[src/rtl/systolic_pkg.sv]
// Shared definitions for the systolic operand feeder.
//   state_t / St*  : feeder FSM state encoding
//   Def*           : default matrix dimensions
//   flush_len()    : zero beats needed to drain the array skew, max(M,L)-1
//   a_depth()      : A buffer entries, M*N
//   b_depth()      : B buffer entries, N*L
package systolic_pkg;

  typedef logic [2:0] state_t;

  localparam state_t StIdle     = 3'd0;
  localparam state_t StWaitRdy  = 3'd1;
  localparam state_t StStream   = 3'd2;
  localparam state_t StFlush    = 3'd3;
  localparam state_t StWaitDone = 3'd4;

  localparam int unsigned DefM = 3;
  localparam int unsigned DefN = 3;
  localparam int unsigned DefL = 3;

  function automatic int flush_len(input int m, input int l);
    return ((m > l) ? m : l) - 1;
  endfunction

  function automatic int a_depth(input int m, input int n);
    return m * n;
  endfunction

  function automatic int b_depth(input int n, input int l);
    return n * l;
  endfunction

endpackage

[src/rtl/systolic_feeder_if.sv]
// Operand stream between the feeder and the systolic array.
//   array_ready : array -> feeder, array idle/ready
//   valid       : feeder -> array, beat present
//   left        : feeder -> array, Mritx_M slices of WIDTH_left (A column k)
//   up          : feeder -> array, Mritx_L slices of WIDTH_up (B row k)
// Modports: master = feeder side, slave = array side.
interface systolic_feeder_if
  import systolic_pkg::*;
#(
  parameter int WIDTH_left = 8,
  parameter int WIDTH_up   = 8,
  parameter int Mritx_M    = DefM,
  parameter int Mritx_L    = DefL
) ();

  logic                          array_ready;
  logic                          valid;
  logic [Mritx_M*WIDTH_left-1:0] left;
  logic [Mritx_L*WIDTH_up-1:0]   up;

  modport master (
    input  array_ready,
    output valid,
    output left,
    output up
  );

  modport slave (
    output array_ready,
    input  valid,
    input  left,
    input  up
  );

endinterface

[src/rtl/feeder_bank.sv]
// Rows x Cols register file of Width-bit elements, flat row-major addressing.
//   clk     : clock
//   wr_en   : write strobe (caller gates range and busy)
//   wr_addr : flat index row*Cols+col
//   wr_data : element to store
//   rd_sel  : column (ReadCol=1) or row (ReadCol=0) to present
//   rd_data : combinational slice, slice s = element s of the selected column/row
// Contents have no reset; they persist until overwritten.
module feeder_bank #(
  parameter int Rows  = 3,
  parameter int Cols  = 3,
  parameter int Width = 8,
  parameter int AddrW = 10,
  parameter bit ReadCol = 1'b1,
  localparam int SliceLen = ReadCol ? Rows : Cols
) (
  input  logic                      clk,
  input  logic                      wr_en,
  input  logic [AddrW-1:0]          wr_addr,
  input  logic [Width-1:0]          wr_data,
  input  logic [AddrW-1:0]          rd_sel,
  output logic [SliceLen*Width-1:0] rd_data
);

  localparam int Depth = Rows * Cols;

  logic [Width-1:0] mem_q [Depth];

  always_ff @(posedge clk) begin
    for (int e = 0; e < Depth; e++) begin
      if (wr_en && int'(wr_addr) == e) begin
        mem_q[e] <= wr_data;
      end
    end
  end

  // Address decode by comparison keeps every array select constant.
  always_comb begin
    rd_data = '0;
    for (int s = 0; s < SliceLen; s++) begin
      for (int e = 0; e < Depth; e++) begin
        if (e == (ReadCol ? s * Cols + int'(rd_sel) : int'(rd_sel) * Cols + s)) begin
          rd_data[s*Width +: Width] = mem_q[e];
        end
      end
    end
  end

endmodule

[src/rtl/systolic_feeder.sv]
// Operand feeder for the systolic matrix multiplier. Buffers A (MxN) and
// B (NxL), then streams N unskewed beats (column k of A on left, row k of B
// on up) followed by max(M,L)-1 zero beats to drain the array's skew.
//   clk, rst          : clock, synchronous active-high reset
//   a_wr_en/addr/data : A element write, addr = i*N+k (IDLE only)
//   b_wr_en/addr/data : B element write, addr = k*L+j (IDLE only)
//   start             : request one pass (IDLE only)
//   busy              : pass in progress
//   done              : one-cycle pulse as busy falls
//   arr               : stream to the array (array_ready, valid, left, up)
//   wr_err            : sticky bad-write flag, only with SYSTOLIC_FEEDER_WR_ERR_EN
// All outputs are registered. Buffers survive rst.
module systolic_feeder
  import systolic_pkg::*;
#(
  parameter int WIDTH_left      = 8,
  parameter int WIDTH_up        = 8,
  parameter int Mritx_M         = DefM,
  parameter int Mritx_N         = DefN,
  parameter int Mritx_L         = DefL,
  parameter int Mritx_LOG2_size = 10
) (
  input  logic                       clk,
  input  logic                       rst,
  input  logic                       a_wr_en,
  input  logic [Mritx_LOG2_size-1:0] a_wr_addr,
  input  logic [WIDTH_left-1:0]      a_wr_data,
  input  logic                       b_wr_en,
  input  logic [Mritx_LOG2_size-1:0] b_wr_addr,
  input  logic [WIDTH_up-1:0]        b_wr_data,
  input  logic                       start,
  output logic                       busy,
  output logic                       done,
`ifdef SYSTOLIC_FEEDER_WR_ERR_EN
  output logic                       wr_err,
`endif
  systolic_feeder_if.master          arr
);

  localparam int CW       = Mritx_LOG2_size;
  localparam int ADepth   = a_depth(Mritx_M, Mritx_N);
  localparam int BDepth   = b_depth(Mritx_N, Mritx_L);
  localparam int FlushLen = flush_len(Mritx_M, Mritx_L);
  localparam int LW       = Mritx_M * WIDTH_left;
  localparam int UW       = Mritx_L * WIDTH_up;

  state_t          state_q, state_d;
  logic [CW-1:0]   k_q, k_d;
  logic [CW-1:0]   fl_q, fl_d;
  logic            seen_low_q, seen_low_d;
  logic            valid_q, valid_d;
  logic            busy_q, busy_d;
  logic            done_q, done_d;
  logic [LW-1:0]   left_q, left_d;
  logic [UW-1:0]   up_q, up_d;

  logic            idle;
  logic            a_in_range, b_in_range;
  logic [CW-1:0]   rd_k;
  logic [LW-1:0]   a_col;
  logic [UW-1:0]   b_row;

  assign idle       = (state_q == StIdle);
  assign a_in_range = int'(a_wr_addr) < ADepth;
  assign b_in_range = int'(b_wr_addr) < BDepth;
  // k reaches N on the last STREAM cycle; keep the read select in range.
  assign rd_k       = (int'(k_q) < Mritx_N) ? k_q : '0;

  feeder_bank #(
    .Rows    (Mritx_M),
    .Cols    (Mritx_N),
    .Width   (WIDTH_left),
    .AddrW   (CW),
    .ReadCol (1'b1)
  ) u_a_bank (
    .clk     (clk),
    .wr_en   (a_wr_en && idle && a_in_range),
    .wr_addr (a_wr_addr),
    .wr_data (a_wr_data),
    .rd_sel  (rd_k),
    .rd_data (a_col)
  );

  feeder_bank #(
    .Rows    (Mritx_N),
    .Cols    (Mritx_L),
    .Width   (WIDTH_up),
    .AddrW   (CW),
    .ReadCol (1'b0)
  ) u_b_bank (
    .clk     (clk),
    .wr_en   (b_wr_en && idle && b_in_range),
    .wr_addr (b_wr_addr),
    .wr_data (b_wr_data),
    .rd_sel  (rd_k),
    .rd_data (b_row)
  );

  always_comb begin
    state_d    = state_q;
    k_d        = k_q;
    fl_d       = fl_q;
    seen_low_d = seen_low_q;
    valid_d    = 1'b0;
    left_d     = '0;
    up_d       = '0;
    done_d     = 1'b0;
    case (state_q)
      StIdle: begin
        if (start) begin
          state_d = StWaitRdy;
          k_d     = '0;
        end
      end
      StWaitRdy: begin
        if (arr.array_ready) begin
          state_d = StStream;
          valid_d = 1'b1;
          left_d  = a_col;
          up_d    = b_row;
          k_d     = k_q + 1'b1;
        end
      end
      StStream: begin
        // k_q is the next beat to emit; the current beat is already on the outputs.
        if (int'(k_q) < Mritx_N) begin
          valid_d = 1'b1;
          left_d  = a_col;
          up_d    = b_row;
          k_d     = k_q + 1'b1;
        end else if (FlushLen > 0) begin
          state_d = StFlush;
          valid_d = 1'b1;
          fl_d    = CW'(1);
        end else begin
          state_d    = StWaitDone;
          seen_low_d = 1'b0;
        end
      end
      StFlush: begin
        if (int'(fl_q) < FlushLen) begin
          valid_d = 1'b1;
          fl_d    = fl_q + 1'b1;
        end else begin
          state_d    = StWaitDone;
          seen_low_d = 1'b0;
        end
      end
      StWaitDone: begin
        // The array signals completion by dropping ready and raising it again.
        if (!arr.array_ready) begin
          seen_low_d = 1'b1;
        end else if (seen_low_q) begin
          state_d = StIdle;
          done_d  = 1'b1;
        end
      end
      default: state_d = StIdle;
    endcase
    busy_d = (state_d != StIdle);
  end

  always_ff @(posedge clk) begin
    if (rst) begin
      state_q    <= StIdle;
      k_q        <= '0;
      fl_q       <= '0;
      seen_low_q <= 1'b0;
      valid_q    <= 1'b0;
      busy_q     <= 1'b0;
      done_q     <= 1'b0;
      left_q     <= '0;
      up_q       <= '0;
    end else begin
      state_q    <= state_d;
      k_q        <= k_d;
      fl_q       <= fl_d;
      seen_low_q <= seen_low_d;
      valid_q    <= valid_d;
      busy_q     <= busy_d;
      done_q     <= done_d;
      left_q     <= left_d;
      up_q       <= up_d;
    end
  end

`ifdef SYSTOLIC_FEEDER_WR_ERR_EN
  logic wr_err_q, wr_err_d;
  logic offend;

  assign offend = (a_wr_en && (!idle || !a_in_range)) ||
                  (b_wr_en && (!idle || !b_in_range));

  // A bad write in the same cycle as an accepted start still flags.
  always_comb begin
    wr_err_d = wr_err_q;
    if (idle && start) wr_err_d = 1'b0;
    if (offend) wr_err_d = 1'b1;
  end

  always_ff @(posedge clk) begin
    if (rst) wr_err_q <= 1'b0;
    else     wr_err_q <= wr_err_d;
  end

  assign wr_err = wr_err_q;
`endif

  assign arr.valid = valid_q;
  assign arr.left  = left_q;
  assign arr.up    = up_q;
  assign busy      = busy_q;
  assign done      = done_q;

endmodule

[src/flat_wrapper.sv]
// flat-port wrapper written by rule: the top's interface ports become plain ports
module systolic_feeder_flat import systolic_pkg::*;
#(
  parameter int WIDTH_left      = 8,
  parameter int WIDTH_up        = 8,
  parameter int Mritx_M         = DefM,
  parameter int Mritx_N         = DefN,
  parameter int Mritx_L         = DefL,
  parameter int Mritx_LOG2_size = 10
)
  (clk, rst, a_wr_en, a_wr_addr, a_wr_data, b_wr_en, b_wr_addr, b_wr_data, start, busy, done, arr_array_ready, arr_valid, arr_left, arr_up);
  systolic_feeder_if #(.WIDTH_left(WIDTH_left), .WIDTH_up(WIDTH_up), .Mritx_M(Mritx_M), .Mritx_L(Mritx_L)) arr_i ();
  input  logic clk;
  input  logic rst;
  input  logic a_wr_en;
  input  logic [Mritx_LOG2_size-1:0] a_wr_addr;
  input  logic [WIDTH_left-1:0] a_wr_data;
  input  logic b_wr_en;
  input  logic [Mritx_LOG2_size-1:0] b_wr_addr;
  input  logic [WIDTH_up-1:0] b_wr_data;
  input  logic start;
  output logic busy;
  output logic done;
  input wire logic [$bits(arr_i.array_ready)-1:0] arr_array_ready;
  output wire logic [$bits(arr_i.valid)-1:0] arr_valid;
  output wire logic [$bits(arr_i.left)-1:0] arr_left;
  output wire logic [$bits(arr_i.up)-1:0] arr_up;
  assign arr_i.array_ready = arr_array_ready;
  assign arr_valid = arr_i.valid;
  assign arr_left = arr_i.left;
  assign arr_up = arr_i.up;
  systolic_feeder #(.WIDTH_left(WIDTH_left), .WIDTH_up(WIDTH_up), .Mritx_M(Mritx_M), .Mritx_N(Mritx_N), .Mritx_L(Mritx_L), .Mritx_LOG2_size(Mritx_LOG2_size)) u_core (.clk(clk), .rst(rst), .a_wr_en(a_wr_en), .a_wr_addr(a_wr_addr), .a_wr_data(a_wr_data), .b_wr_en(b_wr_en), .b_wr_addr(b_wr_addr), .b_wr_data(b_wr_data), .start(start), .busy(busy), .done(done), .arr(arr_i));
endmodule
[config.mk]
export PLATFORM = sky130hd
export DESIGN_NAME = systolic_feeder_flat
export DESIGN_NICKNAME = d
export VERILOG_FILES = /design/src/rtl/systolic_pkg.sv /design/src/rtl/systolic_feeder_if.sv /design/src/rtl/feeder_bank.sv /design/src/rtl/systolic_feeder.sv /design/src/flat_wrapper.sv
export SDC_FILE = /design/constraint.sdc
export NUM_CORES = 1
export LEC_CHECK = 0
export CAP_MARGIN = 20
export CORE_ASPECT_RATIO = 1.5
export CORE_UTILIZATION = 30
export CTS_CLUSTER_SIZE = 25
export DETAILED_ROUTE_END_ITERATION = 8
export DONT_BUFFER_PORTS = 1
export PLACE_DENSITY = 0.52
export SLEW_MARGIN = 5
export SYNTH_ARGS = -nofsm -noshare
export SYNTH_HDL_FRONTEND = slang
export SYNTH_SLANG_ARGS = --single-unit
[constraint.sdc]
create_clock -name clk -period 11.31 [get_ports clk]
set_input_delay 1.6965 -clock clk [delete_from_list [all_inputs] [get_ports clk]]
set_output_delay 1.6965 -clock clk [all_outputs]
set_load 0.01 [all_outputs]
==> results by stage, run 1 <==
Placement:
- The count of input and output buffers is 0.
- The post-placement worst setup slack is between 5 and 6 ns.
- The final estimated routing congestion in global placement is approximately 0.91.
- The cell area after placement is roughly 12000 sq um.
- The detailed-placement wirelength estimate is about 27000 um.

STA:
- Setup repair after global routing left no endpoint under its margin.
- The slew at the pin with the worst max-slew slack is roughly 1.1 ns.
- The final sum of negative setup slack is 0 ns.
- In the finished design, the share of the clock period the worst path needs comes to between 50 and 60%.
- On the final layout, the worst clock skew is between 0.02 and 0.025 ns.
- Hold is met by ~0.46 ns.
- Static timing analysis puts the maximum clock frequency at between 150 and 200 MHz.
- The number of max-slew violations in the final report was 0.
- The smallest clock period supported by the final layout is computed as roughly 5.7 ns.
- The worst pin sits at a relative slew slack of between 20 and 30%.
- The worst path meets setup with 5.62 ns of slack.
- The number of endpoints with negative hold slack in the final report is 0.
- The final number of setup-violating endpoints is 0.

CTS:
- The clock drives 219 sinks.
- The number of hold buffers added after CTS was 0.
- Once the clock tree was built, the setup fixing pass inserted 0 buffers.
- The clock buffer count from CTS is 24.
- In this run the clock root is driven by a sky130_fd_sc_hd__clkbuf_16.
- Clock-pin slew was measured on the worst setup and hold paths at ~0.070 ns.
- The post-CTS resize count is 0.
- TritonCTS built the clock tree.
- The clock reaches the later pin of the worst-skew pair after roughly 0.54 ns.
- Counting along the longest clock path gives a buffer depth of 3.
- The H-tree depth is 1.

Yosys:
- The number of synthesized register bits is 219.
- Ranked by total cell area, the synthesized netlist is headed by sky130_fd_sc_hd__edfxtp_1, sky130_fd_sc_hd__dfxtp_1, sky130_fd_sc_hd__a21oi_1.
- For this run, the number of Yosys warnings is 0.
- A synthesized cell averages 9.74 sq um.
- Counting every instance in the synthesized netlist gives 1151.
- Among all flip-flop cells after synthesis, the most frequent one is sky130_fd_sc_hd__edfxtp_1.
- The synthesized design contains 144 enable-type register cells.
- After synthesis, the share of flip-flops with an asynchronous set or reset is 0%.
- The post-synthesis cell type count is 73.
- The synthesized area is approximately 11000 sq um.
- The largest area contributor in the synthesized netlist is sky130_fd_sc_hd__edfxtp_1.
- The part of the Yosys area used for sequential elements is about 52%.
- The top cell type by area accounts for 38.6% of the synthesized area.

Worst setup path:
- The signal arrival time at the worst endpoint is approximately 6.1 ns.
- Along the worst path, the maximum fanout reaches 20.
- The worst setup path is captured at a register.
- The required time reported for the critical path endpoint is between 10 and 15 ns.
- The combined buffer and inverter count along the critical path is 1.
- The critical path goes through ha_1 -> or4_4 -> nor3_2 -> nand2_1 -> inv_1 -> ha_1 -> ha_1 -> ha_1 -> nand2_1 -> nor4_4 -> xnor2_1 -> nor4_2 -> a22oi_1 -> o41ai_1.
- The cell with the largest stage delay on the worst path is sky130_fd_sc_hd__ha_1.
- The source of the worst register-to-register timing path is u_core.k_q[0].
- The worst setup path startpoint is u_core.k_q[0].
- The cell family contributing the most delay on the critical path is simple AND/OR/NAND/NOR gates.
- On the worst path, the slowest cell contributes a delay of between 0.7 and 0.8 ns.
- The worst setup path is launched from a register.
- The most prevalent standard cell on the critical path is sky130_fd_sc_hd__ha_1.
- The critical path is of the reg -> reg type.

Drt:
- The count of unresolved DRC violations after routing is 0.
- Before antenna repair, the detailed router went through 7 iterations.
- Once detail routing completed, the nets flagged for antenna violations numbered 0.
- The initial DRC count is 684.
- Detailed routing inserted a total of just over 9000 vias.
- Summed over all layers, the routed wires come to 37500 um.
- After detailed routing, the average wire length per cell comes to ~23 um.
- The average via count per standard cell is ~5.6.

Floorplanning:
- After floorplanning, the core was divided into between 80 and 90 placement rows.
- The floorplan step defined a die boundary enclosing around 38000 sq um.
- The core footprint is 36800 sq um.
- The number of top-level design ports is 93.
- The starting density of the core is a little under a third.
- The die is about 240 um tall.
- The die outline width is roughly 160 um.

Global route:
- The first global-routing pass estimated roughly 55000 um of wire.
- For this run the aggregate overflow at the end of global routing stands at 0.
- The pin count of the biggest net entering global routing is 68.
- The overall routing resource usage is approximately a fifth.
- The number of antenna violations at the first check in global routing is 0.
- The via count of the first global-routing pass was approximately 8600.

Finish:
- Leaving out fill and tap cells, the most frequent cells in the layout are sky130_fd_sc_hd__edfxtp_1, sky130_fd_sc_hd__nand2_1, sky130_fd_sc_hd__a21oi_1, sky130_fd_sc_hd__nor2_1, sky130_fd_sc_hd__dfxtp_1.
- The count of inserted antenna diode cells is 0.
- The final non-filler cell area is 12500 sq um.
- The ratio of cells with drive above 1 in the final layout is under 10%.
- Leaving out fill and tap cells, the most frequent cell in the layout is sky130_fd_sc_hd__edfxtp_1.
- After the last flow step, the layout net total stands at approximately 1200.
- Compared with the post-synthesis result, the final layout area differs by 11.4%.

Power:
- Summed over all cells, the static leakage comes to 4.04 nW.
- The peak supply drop is roughly 0.085 mV.
- The power per cell area is between 150 and 200 nW/um^2.

Worst hold path:
- The worst hold path begins at u_core.fl_q[6].
- The worst hold-check path type is reg -> reg.

Run:
- The number of maximum-capacitance constraint violations is 0.

Run status:
- The run finished with clean final reports.
==> sequential cells by signal, indices dropped and copies added (netlist names) <==
name and cells:
u_core.done 1, u_core.u_a_bank.mem_q 72, u_core.arr.valid 1, u_core.fl_q 10
u_core.state_q 3, u_core.arr.left 24, u_core.u_b_bank.mem_q 72, u_core.k_q 10
u_core.arr.up 24, u_core.busy 1, u_core.seen_low_q 1
==> path summary, 6_finish.rpt <==
kind	endpoint	slack [ns]	cells after the start
hold reg to reg	u_core.fl_q[6]	0.46	1
setup / recovery	u_core.arr.up[9]	5.62	14
hold / removal	u_core.fl_q[6]	0.46	1
setup reg to reg	u_core.arr.up[9]	5.62	14
==> layout make-up <==
| cell class | instances | area, sq um |
|---|---|---|
| fillers | 3766 | 24300 |
| flip-flops and latches | 219 | 5830 |
| multi-input cells | 843 | 5080 |
| clock buffers | 30 | 654 |
| well taps | 484 | 606 |
| repair buffers | 20 | 153 |
| clock inverters | 14 | 103 |
| inverters | 17 | 63.8 |
==> routing by layer <==
layer / GRT usage [%] / wire length [um]
met2: 35.2 / 19500
met3: 2.17 / 1750
met5: 0 / 0
met4: 10.1 / 1830
met1: 21.9 / 14400
==> metrics by stage <==
step,total power [mW],utilization [%],std cells
6_report,1.89,33.9,1627
5_1_grt,1.96,33.9,1627
4_1_cts,1.90,33.9,1626
3_5_place_dp,1.14,31.9,1582
3_3_place_gp,1.14,31.8,1579
2_1_floorplan,1.07,-,1166
==> report_power, final <==
group          internal, mW  total, mW  switching, mW
Sequential            0.856      0.862        0.00620
Clock                 0.433      0.762          0.329
Combinational        0.0873      0.267          0.180
==> Yosys cell counts, types with 7 or more instances <==
cell type	instances
sky130_fd_sc_hd__a211oi_1	7
sky130_fd_sc_hd__a21oi_1	113
sky130_fd_sc_hd__a221oi_1	28
sky130_fd_sc_hd__a22oi_1	28
sky130_fd_sc_hd__a41oi_1	7
sky130_fd_sc_hd__and2_1	13
sky130_fd_sc_hd__and3_1	22
sky130_fd_sc_hd__buf_1	11
sky130_fd_sc_hd__clkbuf_1	74
sky130_fd_sc_hd__dfxtp_1	75
sky130_fd_sc_hd__edfxtp_1	144
sky130_fd_sc_hd__ha_1	21
sky130_fd_sc_hd__inv_1	16
sky130_fd_sc_hd__mux2i_1	7
sky130_fd_sc_hd__nand2_1	131
sky130_fd_sc_hd__nand2b_1	14
sky130_fd_sc_hd__nand3_1	42
sky130_fd_sc_hd__nand3b_1	16
sky130_fd_sc_hd__nand4_1	12
sky130_fd_sc_hd__nor2_1	84
sky130_fd_sc_hd__nor2b_1	24
sky130_fd_sc_hd__nor3_1	27
sky130_fd_sc_hd__nor4_1	14
sky130_fd_sc_hd__o211ai_1	23
sky130_fd_sc_hd__o21ai_0	68
sky130_fd_sc_hd__o221a_2	7
sky130_fd_sc_hd__o22ai_1	9
sky130_fd_sc_hd__o311ai_0	10
sky130_fd_sc_hd__o31ai_1	17
sky130_fd_sc_hd__o41ai_1	8
sky130_fd_sc_hd__xnor2_1	7
==> logic make-up (layout without fill, tap and decap cells) <==
family                   after synthesis  after routing  synth area share (%)
adder cells (fa/ha/maj)               21             21                  2.34
other                                  2             17                0.0670
AO/OA/AOI/OAI                        358            358                  21.0
multiplexers                           9              9                 0.926
flip-flops                           219            219                  52.0
buffers and inverters                104             81                  3.56
AND/OR/NAND/NOR                      424            424                  18.9
XOR/XNOR                              14             14                  1.22
Note: power is estimated with default switching activity, not from simulation.
==> run 2: changes to the inputs <==
clock period = 5.6 ns   (was 11.31 ns; I/O delays follow)
==> run 2 against run 1 <==
First-iteration DRC count increased by 34%. Clock skew decreased by 0.011 ns. Die area unchanged. Core utilization increased by 0.085 points. Global-route usage increased by 0.72 points. Non-clock buffer count increased by 2. Combinational power increased by 100%. Critical path depth decreased by 1. Sequential cell count unchanged. Via count increased by 1.8%. Fmax increased by 18%. Clock-buffer cell count decreased by 3.
==> results by stage, run 2 (same netlist as run 1, synthesis figures left out) <==
Run status:
- Run status: finished, final reports clean (unchanged).

Global route:
- The pin count of the biggest net entering global routing came to 86 (was 68).
- The most heavily used metal layer in global routing is met2 (unchanged).
- The leftover overflow at the end of global routing is 0 (unchanged).
- The overall routing resource usage is 20.0% (was 19.2%).
- The met1 track demand over resource came to 21.9% (about the same).
- The met3 track utilization from global routing is 2.41% (was 2.17%).
- The via count of the first global-routing pass is 9103 (was 8602).
- The number of antenna violations at the first check in global routing is 0 (unchanged).
- The first-pass GRT wire length was 57300 um (was 55100 um).
- The global routing met2 resource utilization is 36.3% (was 35.2%).

Worst setup path:
- The cell with the largest stage delay on the worst path is sky130_fd_sc_hd__nand4_1 (was sky130_fd_sc_hd__ha_1).
- The depth of the worst register-to-register path was 13 (was 14).
- The peak per-stage delay on the critical path is 0.64 ns (was 0.72 ns).
- Ordered cell list for the critical path: ha_1 -> or4_4 -> or4b_4 -> inv_2 -> ha_1 -> ha_1 -> ha_1 -> nand2_1 -> nor4_4 -> xnor2_1 -> nand4_1 -> o22ai_1 -> o41ai_1 (was ha_1 -> or4_4 -> nor3_2 -> nand2_1 -> inv_1 -> ha_1 -> ha_1 -> ha_1 -> nand2_1 -> nor4_4 -> xnor2_1 -> nor4_2 -> a22oi_1 -> o41ai_1).
- The maximum fanout count along the critical path is 8 (was 20).
- The required time reported for the critical path endpoint came to 5.97 ns (was 11.73 ns).
- The kind of launch point of the worst setup path was a register (unchanged).
- The reg2reg setup slack came to 0.78 ns (was 5.62 ns).
- The worst setup path startpoint was u_core.k_q[0] (unchanged).
- The most prevalent standard cell on the critical path was sky130_fd_sc_hd__ha_1 (unchanged).
- The type of the worst setup path was reg -> reg (unchanged).
- The source of the worst register-to-register timing path is u_core.k_q[0] (unchanged).
- The nature of the critical path endpoint is a register (unchanged).
- The reg-to-reg critical path endpoint is u_core.arr.up[10] (was u_core.arr.up[9]).
- The signal arrival time at the worst endpoint is 5.19 ns (was 6.11 ns).

STA:
- The achievable frequency was 207 MHz (was 176 MHz).
- The part of the cycle the worst path needs is 86.1% (was 50.3%).
- The post-layout minimum cycle time is 4.82 ns (was 5.69 ns).
- The final number of setup-violating endpoints was 0 (unchanged).
- Unrepaired setup endpoints after global routing: no (unchanged).
- The number of endpoints with negative hold slack in the final report is 0 (unchanged).
- The post-layout worst setup margin is 0.778 ns (was 5.62 ns).
- The worst hold slack across all endpoints is 0.384 ns (was 0.461 ns).
- The final sum of negative setup slack is 0 ns (unchanged).
- The largest clock skew in the final design was 0.0107 ns (was 0.0213 ns).
- The slew at the pin with the worst max-slew slack was 1.07 ns (was 1.09 ns).
- The worst-case headroom to the max-slew limit came to 28.6% (was 27.5%).
- The number of max-slew violations in the final report is 0 (unchanged).

CTS:
- The clock root buffer is sky130_fd_sc_hd__clkbuf_16 (unchanged).
- The insertion delay to the later sink of the worst-skew pair was 0.52 ns (was 0.54 ns).
- The post-CTS resize count is 0 (unchanged).
- The number of buffers inserted by post-CTS setup repair is 0 (unchanged).
- The deepest clock path buffer count is 3 (unchanged).
- The number of buffers added to fix hold violations after cts is 0 (unchanged).
- The H-tree depth is 1 (unchanged).
- The clock transition at the register clock pins on the worst setup and hold paths after CTS was 0.07 ns (about the same).
- The TritonCTS sink count is 219 (unchanged).
- The CTS tree is yes (unchanged).
- The clock buffer count from CTS is 23 (was 24).

Drt:
- The count of unresolved DRC violations after routing is 0 (unchanged).
- The final wirelength is 38600 um (was 37500 um).
- The initial DRC count was 919 (was 684).
- The iteration count of the initial detailed-routing pass is 5 (was 7).
- The average via count per standard cell is 5.75 (was 5.64).
- The detail-routed net length per standard cell is 23.7 um (was 23.0 um).
- The antenna violation net count after detailed routing is 0 (unchanged).
- The routed via count came to 9346 (was 9177).

Worst hold path:
- The worst hold-check path type is in -> reg (was reg -> reg).
- The worst-case hold path end point was u_core.state_q[2] (was u_core.fl_q[6]).
- The cell depth of the worst hold path was 1 (unchanged).
- The worst hold path startpoint is rst (was u_core.fl_q[6]).

Floorplanning:
- The total number of placement rows is 86 (unchanged).
- The die height is 239 um (unchanged).
- The die outline area is 38200 sq um (unchanged).
- The starting density of the core is 30.5% (unchanged).
- The number of top-level design ports is 93 (unchanged).
- The core footprint is 36800 sq um (unchanged).
- The die outline width was 160 um (unchanged).

Finish:
- The final non-filler cell area is 12500 sq um (about the same).
- Leading cell types in the layout, fill and taps excluded: sky130_fd_sc_hd__edfxtp_1, sky130_fd_sc_hd__nand2_1, sky130_fd_sc_hd__a21oi_1, sky130_fd_sc_hd__nor2_1, sky130_fd_sc_hd__dfxtp_1 (unchanged).
- The ratio of cells with drive above 1 in the final layout is 7.97% (was 7.70%).
- The count of inserted antenna diode cells came to 0 (unchanged).
- Top Registers: u_core.u_a_bank.mem_q x72, u_core.u_b_bank.mem_q x72 (unchanged).
- The final standard cell count with taps included and fillers excluded is 1626 (was 1627).
- The leading cell type in the layout, fill and taps excluded was sky130_fd_sc_hd__edfxtp_1 (unchanged).
- The growth of design area from synthesis to finish is 11.7% (was 11.4%).
- The final layout net count is 1189 (was 1188).

Power:
- The power per cell area was 308 nW/um^2 (was 151 nW/um^2).
- The peak supply drop is 0.224 mV (was 0.0850 mV).
- The static leakage power is 4.06 nW (was 4.04 nW).

Placement:
- The cell area after placement is 11700 sq um (about the same).
- The detailed-placement wirelength estimate is 27700 um (was 27000 um).
- The final estimated routing congestion in global placement was 0.949 (was 0.906).
- The post-placement cell count is 1584 (was 1582).
- The post-placement worst setup slack is 0.890 ns (was 5.60 ns).
- The count of input and output buffers is 0 (unchanged).

Run:
- The number of maximum-capacitance constraint violations came to 0 (unchanged).
==> run 2: cell count changes in the layout (fill, tap and decap cells not counted) <==
cell / delta
sky130_fd_sc_hd__clkinvlp_2: -1
sky130_fd_sc_hd__bufinv_16: +2
sky130_fd_sc_hd__clkinvlp_4: -1
sky130_fd_sc_hd__clkbuf_8: +1
sky130_fd_sc_hd__nor3_2: +2
sky130_fd_sc_hd__nor3_1: -2
sky130_fd_sc_hd__clkbuf_16: -2
sky130_fd_sc_hd__clkinv_4: +2
sky130_fd_sc_hd__clkbuf_1: -2
sky130_fd_sc_hd__buf_4: +4
sky130_fd_sc_hd__clkinv_2: -2
sky130_fd_sc_hd__clkdlybuf4s18_2: -2
==> run 2: how the worst max path moves through the flow <==
stage | endpoint | slack [ns]
2_1_floorplan | u_core.arr.up[16] | 1.54
3_3_place_gp | u_core.arr.up[10] | 0.88
3_5_place_dp | u_core.arr.up[10] | 0.89
4_1_cts | u_core.arr.up[10] | 0.89
5_1_grt | u_core.arr.up[10] | 0.64
6_report | u_core.arr.up[10] | 0.78
==> run 2: critical path, delay by kind of cell, from the launching register on <==
| family | cells | cell delay [ns] |
|---|---|---|
| buffers and inverters | 1 | 0.13 |
| flip-flops | 1 | 0.37 |
| AND/OR/NAND/NOR | 5 | 1.96 |
| adder cells (fa/ha/maj) | 4 | 1.10 |
| XOR/XNOR | 1 | 0.53 |
| AO/OA/AOI/OAI | 2 | 0.58 |
==> run 2: where the power goes <==
| group | switching, mW | internal, mW |
|---|---|---|
| logic | 0.367 | 0.179 |
| clock network | 0.650 | 0.920 |
| registers | 0.0127 | 1.73 |
==> run 2: layout make-up <==
class,instances,area (sq um)
clock inverter,14,158
inverter,17,63.8
timing repair buffer,22,163
tap,484,606
clock buffer,27,611
multi-input combinational,843,5090
sequential,219,5830
fill,3779,24300
==> run 2: routing by layer <==
metal  vias up  share of wire, %
met1      4518                36
li1       4287                 -
met4         0               6.6
met3       110               6.1
met2       431                51
met5         -                 0
==> run 2: metrics by stage <==
step	utilization [%]	total power, mW
after floorplan	-	2.15
after global placement	31.9	2.31
after detailed placement	31.9	2.30
after CTS	34.0	3.88
after global routing	34.0	3.99
final	34.0	3.86
==> run 3: changes to the inputs <==
CTS_CLUSTER_SIZE = 10   (was 25)
==> run 3 against run 2 <==
Sequential cell count is the same. Fmax increased by 0.19%. Critical path depth is the same. Sequential share of layout area shrank 0.093 points. Final cell count grew 0.55%. Power rose by 1.3%. Worst hold slack got worse by 0.029 ns. Global-route usage is 0.15 points higher. Combinational power is essentially flat. Routed wire length up 1.3%. Die area did not move. Critical endpoint unchanged. Largest cell class unchanged. Largest power group unchanged.
==> results by stage, run 3 (same netlist as run 1, synthesis figures left out) <==
Power:
- The switching power came to 1.07 mW (was 1.03 mW).
- The internal power of the cells came to 2.84 mW (was 2.83 mW).
- The peak supply drop was 0.234 mV (was 0.224 mV).
- The net switching fraction of the power is 27.5% (was 26.7%).
- The sequential share of power is 44.6% (was 45.2%).
- The combinational share of power is 14.0% (was 14.1%).
- The power share of the clock group was 41.4% (was 40.7%).
- The static leakage power is 4.07 nW (was 4.06 nW).
- The power per cell area is 312 nW/um^2 (was 308 nW/um^2).

Floorplanning:
- The core footprint came to 36800 sq um (unchanged).
- The die height is 239 um (unchanged).
- The die outline width came to 160 um (unchanged).
- The number of top-level design ports is 93 (unchanged).
- The starting density of the core is 30.5% (unchanged).
- The die outline area is 38200 sq um (unchanged).
- The total number of placement rows is 86 (unchanged).

STA:
- The number of endpoints with negative hold slack in the final report is 0 (unchanged).
- The post-layout minimum cycle time is 4.81 ns (was 4.82 ns).
- The final number of setup-violating endpoints is 0 (unchanged).
- The final sum of negative setup slack is 0 ns (unchanged).
- Unrepaired setup endpoints after global routing: no (unchanged).
- The worst hold slack across all endpoints is 0.354 ns (was 0.384 ns).
- The worst-case headroom to the max-slew limit is 28.2% (was 28.6%).
- The part of the cycle the worst path needs came to 85.9% (was 86.1%).
- The number of max-slew violations in the final report was 0 (unchanged).
- The slew at the pin with the worst max-slew slack is 1.08 ns (was 1.07 ns).
- The achievable frequency is 208 MHz (was 207 MHz).
- The largest clock skew in the final design was 0.0459 ns (was 0.0107 ns).

Finish:
- Top Registers: u_core.u_a_bank.mem_q x72, u_core.u_b_bank.mem_q x72 (unchanged).
- The core occupancy in the finished layout is 34.1% (was 34.0%).
- The final standard cell count with taps included and fillers excluded is 1635 (was 1626).
- The growth of design area from synthesis to finish came to 11.9% (was 11.7%).
- The leading cell type in the layout, fill and taps excluded is sky130_fd_sc_hd__edfxtp_1 (unchanged).
- Leading cell types in the layout, fill and taps excluded: sky130_fd_sc_hd__edfxtp_1, sky130_fd_sc_hd__nand2_1, sky130_fd_sc_hd__a21oi_1, sky130_fd_sc_hd__nor2_1, sky130_fd_sc_hd__dfxtp_1 (unchanged).
- The ratio of cells with drive above 1 in the final layout is 7.56% (was 7.97%).
- The count of inserted antenna diode cells is 0 (unchanged).
- The final layout net count is 1193 (was 1189).

Worst setup path:
- The endpoint of the worst setup timing path was u_core.arr.up[10] (unchanged).
- The worst setup path startpoint is u_core.k_q[0] (unchanged).
- The maximum fanout count along the critical path is 8 (unchanged).
- The type of the worst setup path was reg -> reg (unchanged).
- The nature of the critical path endpoint is a register (unchanged).
- The source of the worst register-to-register timing path is u_core.k_q[0] (unchanged).
- The kind of launch point of the worst setup path was a register (unchanged).
- The reg2reg setup slack is 0.79 ns (was 0.78 ns).
- The signal arrival time at the worst endpoint is 5.23 ns (was 5.19 ns).
- The reg-to-reg critical path endpoint is u_core.arr.up[10] (unchanged).
- The depth of the worst register-to-register path is 13 (unchanged).
- The required time reported for the critical path endpoint is 6.02 ns (was 5.97 ns).

Drt:
- The met3 wirelength from detailed routing is 2480 um (was 2350 um).
- The average via count per standard cell is 5.78 (was 5.75).
- The wire length on met2 is 19500 um (was 19700 um).
- The routed via count is 9444 (was 9346).
- The final wirelength is 39100 um (was 38600 um).
- The iteration count of the initial detailed-routing pass is 5 (unchanged).
- The antenna violation net count after detailed routing is 0 (unchanged).
- The highest layer used for signal routing is met4 (unchanged).
- The detailed-route wire length on metal 1 came to 14200 um (was 13900 um).
- The initial DRC count was 947 (was 919).
- The detail-routed net length per standard cell is 23.9 um (was 23.7 um).
- The count of unresolved DRC violations after routing is 0 (unchanged).

Run:
- The number of maximum-capacitance constraint violations is 0 (unchanged).

Global route:
- The number of antenna violations at the first check in global routing is 0 (unchanged).
- The leftover overflow at the end of global routing is 0 (unchanged).
- The via count of the first global-routing pass is 9089 (was 9103).
- The first-pass GRT wire length came to 57500 um (was 57300 um).
- The pin count of the biggest net entering global routing was 86 (unchanged).
- The overall routing resource usage is 20.1% (was 20.0%).

CTS:
- The clock root buffer was sky130_fd_sc_hd__clkbuf_16 (unchanged).
- The clock transition at the register clock pins on the worst setup and hold paths after CTS is 0.06 ns (was 0.07 ns).
- The deepest clock path buffer count is 3 (unchanged).
- The number of buffers inserted by post-CTS setup repair is 0 (unchanged).
- The insertion delay to the later sink of the worst-skew pair came to 0.58 ns (was 0.52 ns).
- The CTS tree is yes (unchanged).
- The clock buffer count from CTS is 27 (was 23).
- The number of buffers added to fix hold violations after cts came to 0 (unchanged).
- The TritonCTS sink count was 219 (unchanged).
- The post-CTS resize count is 0 (unchanged).
- The H-tree depth was 1 (unchanged).

Placement:
- The final estimated routing congestion in global placement is 0.949 (unchanged).
- The detailed-placement wirelength estimate was 27700 um (unchanged).
- The post-placement cell count was 1584 (unchanged).
- The count of input and output buffers is 0 (unchanged).

Run status:
- Run status: finished, final reports clean (unchanged).

Worst hold path:
- The worst hold-check path type was in -> reg (unchanged).
-- run 3: worst max-delay path, stage by stage (launching register included) --
cell                      delay (ns)
sky130_fd_sc_hd__dfxtp_1        0.37
sky130_fd_sc_hd__ha_1           0.28
sky130_fd_sc_hd__or4_4          0.50
sky130_fd_sc_hd__or4b_4         0.62
sky130_fd_sc_hd__inv_2          0.13
sky130_fd_sc_hd__ha_1           0.18
sky130_fd_sc_hd__ha_1           0.33
sky130_fd_sc_hd__ha_1           0.31
sky130_fd_sc_hd__nand2_1        0.14
sky130_fd_sc_hd__nor4_4         0.06
sky130_fd_sc_hd__xnor2_1        0.53
sky130_fd_sc_hd__nand4_1        0.63
sky130_fd_sc_hd__o22ai_1        0.45
sky130_fd_sc_hd__o41ai_1        0.12
-- run 3: cell type report --
cell class / count / area, sq um
Multi-Input combinational cell: 843 / 5090
Fill cell: 3774 / 24300
Timing Repair Buffer: 22 / 163
Clock inverter: 3 / 22.5
Tap cell: 484 / 606
Clock buffer: 47 / 771
Sequential cell: 219 / 5830
Inverter: 17 / 63.8
-- run 3: worst min path at each step --
| stage | cells past startpoint | end | from | slack (ns) |
|---|---|---|---|---|
| finish | 0 | u_core.u_b_bank.mem_q[0][62] | b_wr_data[6] | 0.35 |
| global route | 1 | u_core.state_q[2] | rst | 0.33 |
| CTS | 1 | u_core.state_q[2] | rst | 0.33 |
| detailed placement | 1 | u_core.fl_q[7] | u_core.fl_q[7] | 0.44 |
| global placement | 1 | u_core.fl_q[7] | u_core.fl_q[7] | 0.44 |
| floorplan | 1 | u_core.fl_q[4] | u_core.fl_q[4] | 0.43 |
-- run 3: metrics by stage --
step	worst slack, ns	area, sq um	total power [mW]
global placement	0.880	11700	2.31
finish	0.787	12500	3.91
floorplan	1.54	11300	2.15
global route	0.634	12500	4.03
CTS	0.893	12500	3.92
detailed placement	0.890	11700	2.30
-- run 3: metal layers --
layer	vias to the layer above	global-route usage (%)
met5	-	0
met4	0	13.9
met3	125	2.72
met2	437	36.0
met1	4588	22.0
li1	4294	-
-- run 3: power by group through the flow --
stage	logic (mW)	registers, mW	clock network, mW
4_1_cts	0.529	1.74	1.64
2_1_floorplan	0.382	1.77	0
3_3_place_gp	0.528	1.78	0
6_report	0.547	1.74	1.62
5_1_grt	0.590	1.74	1.70
3_5_place_dp	0.526	1.78	0
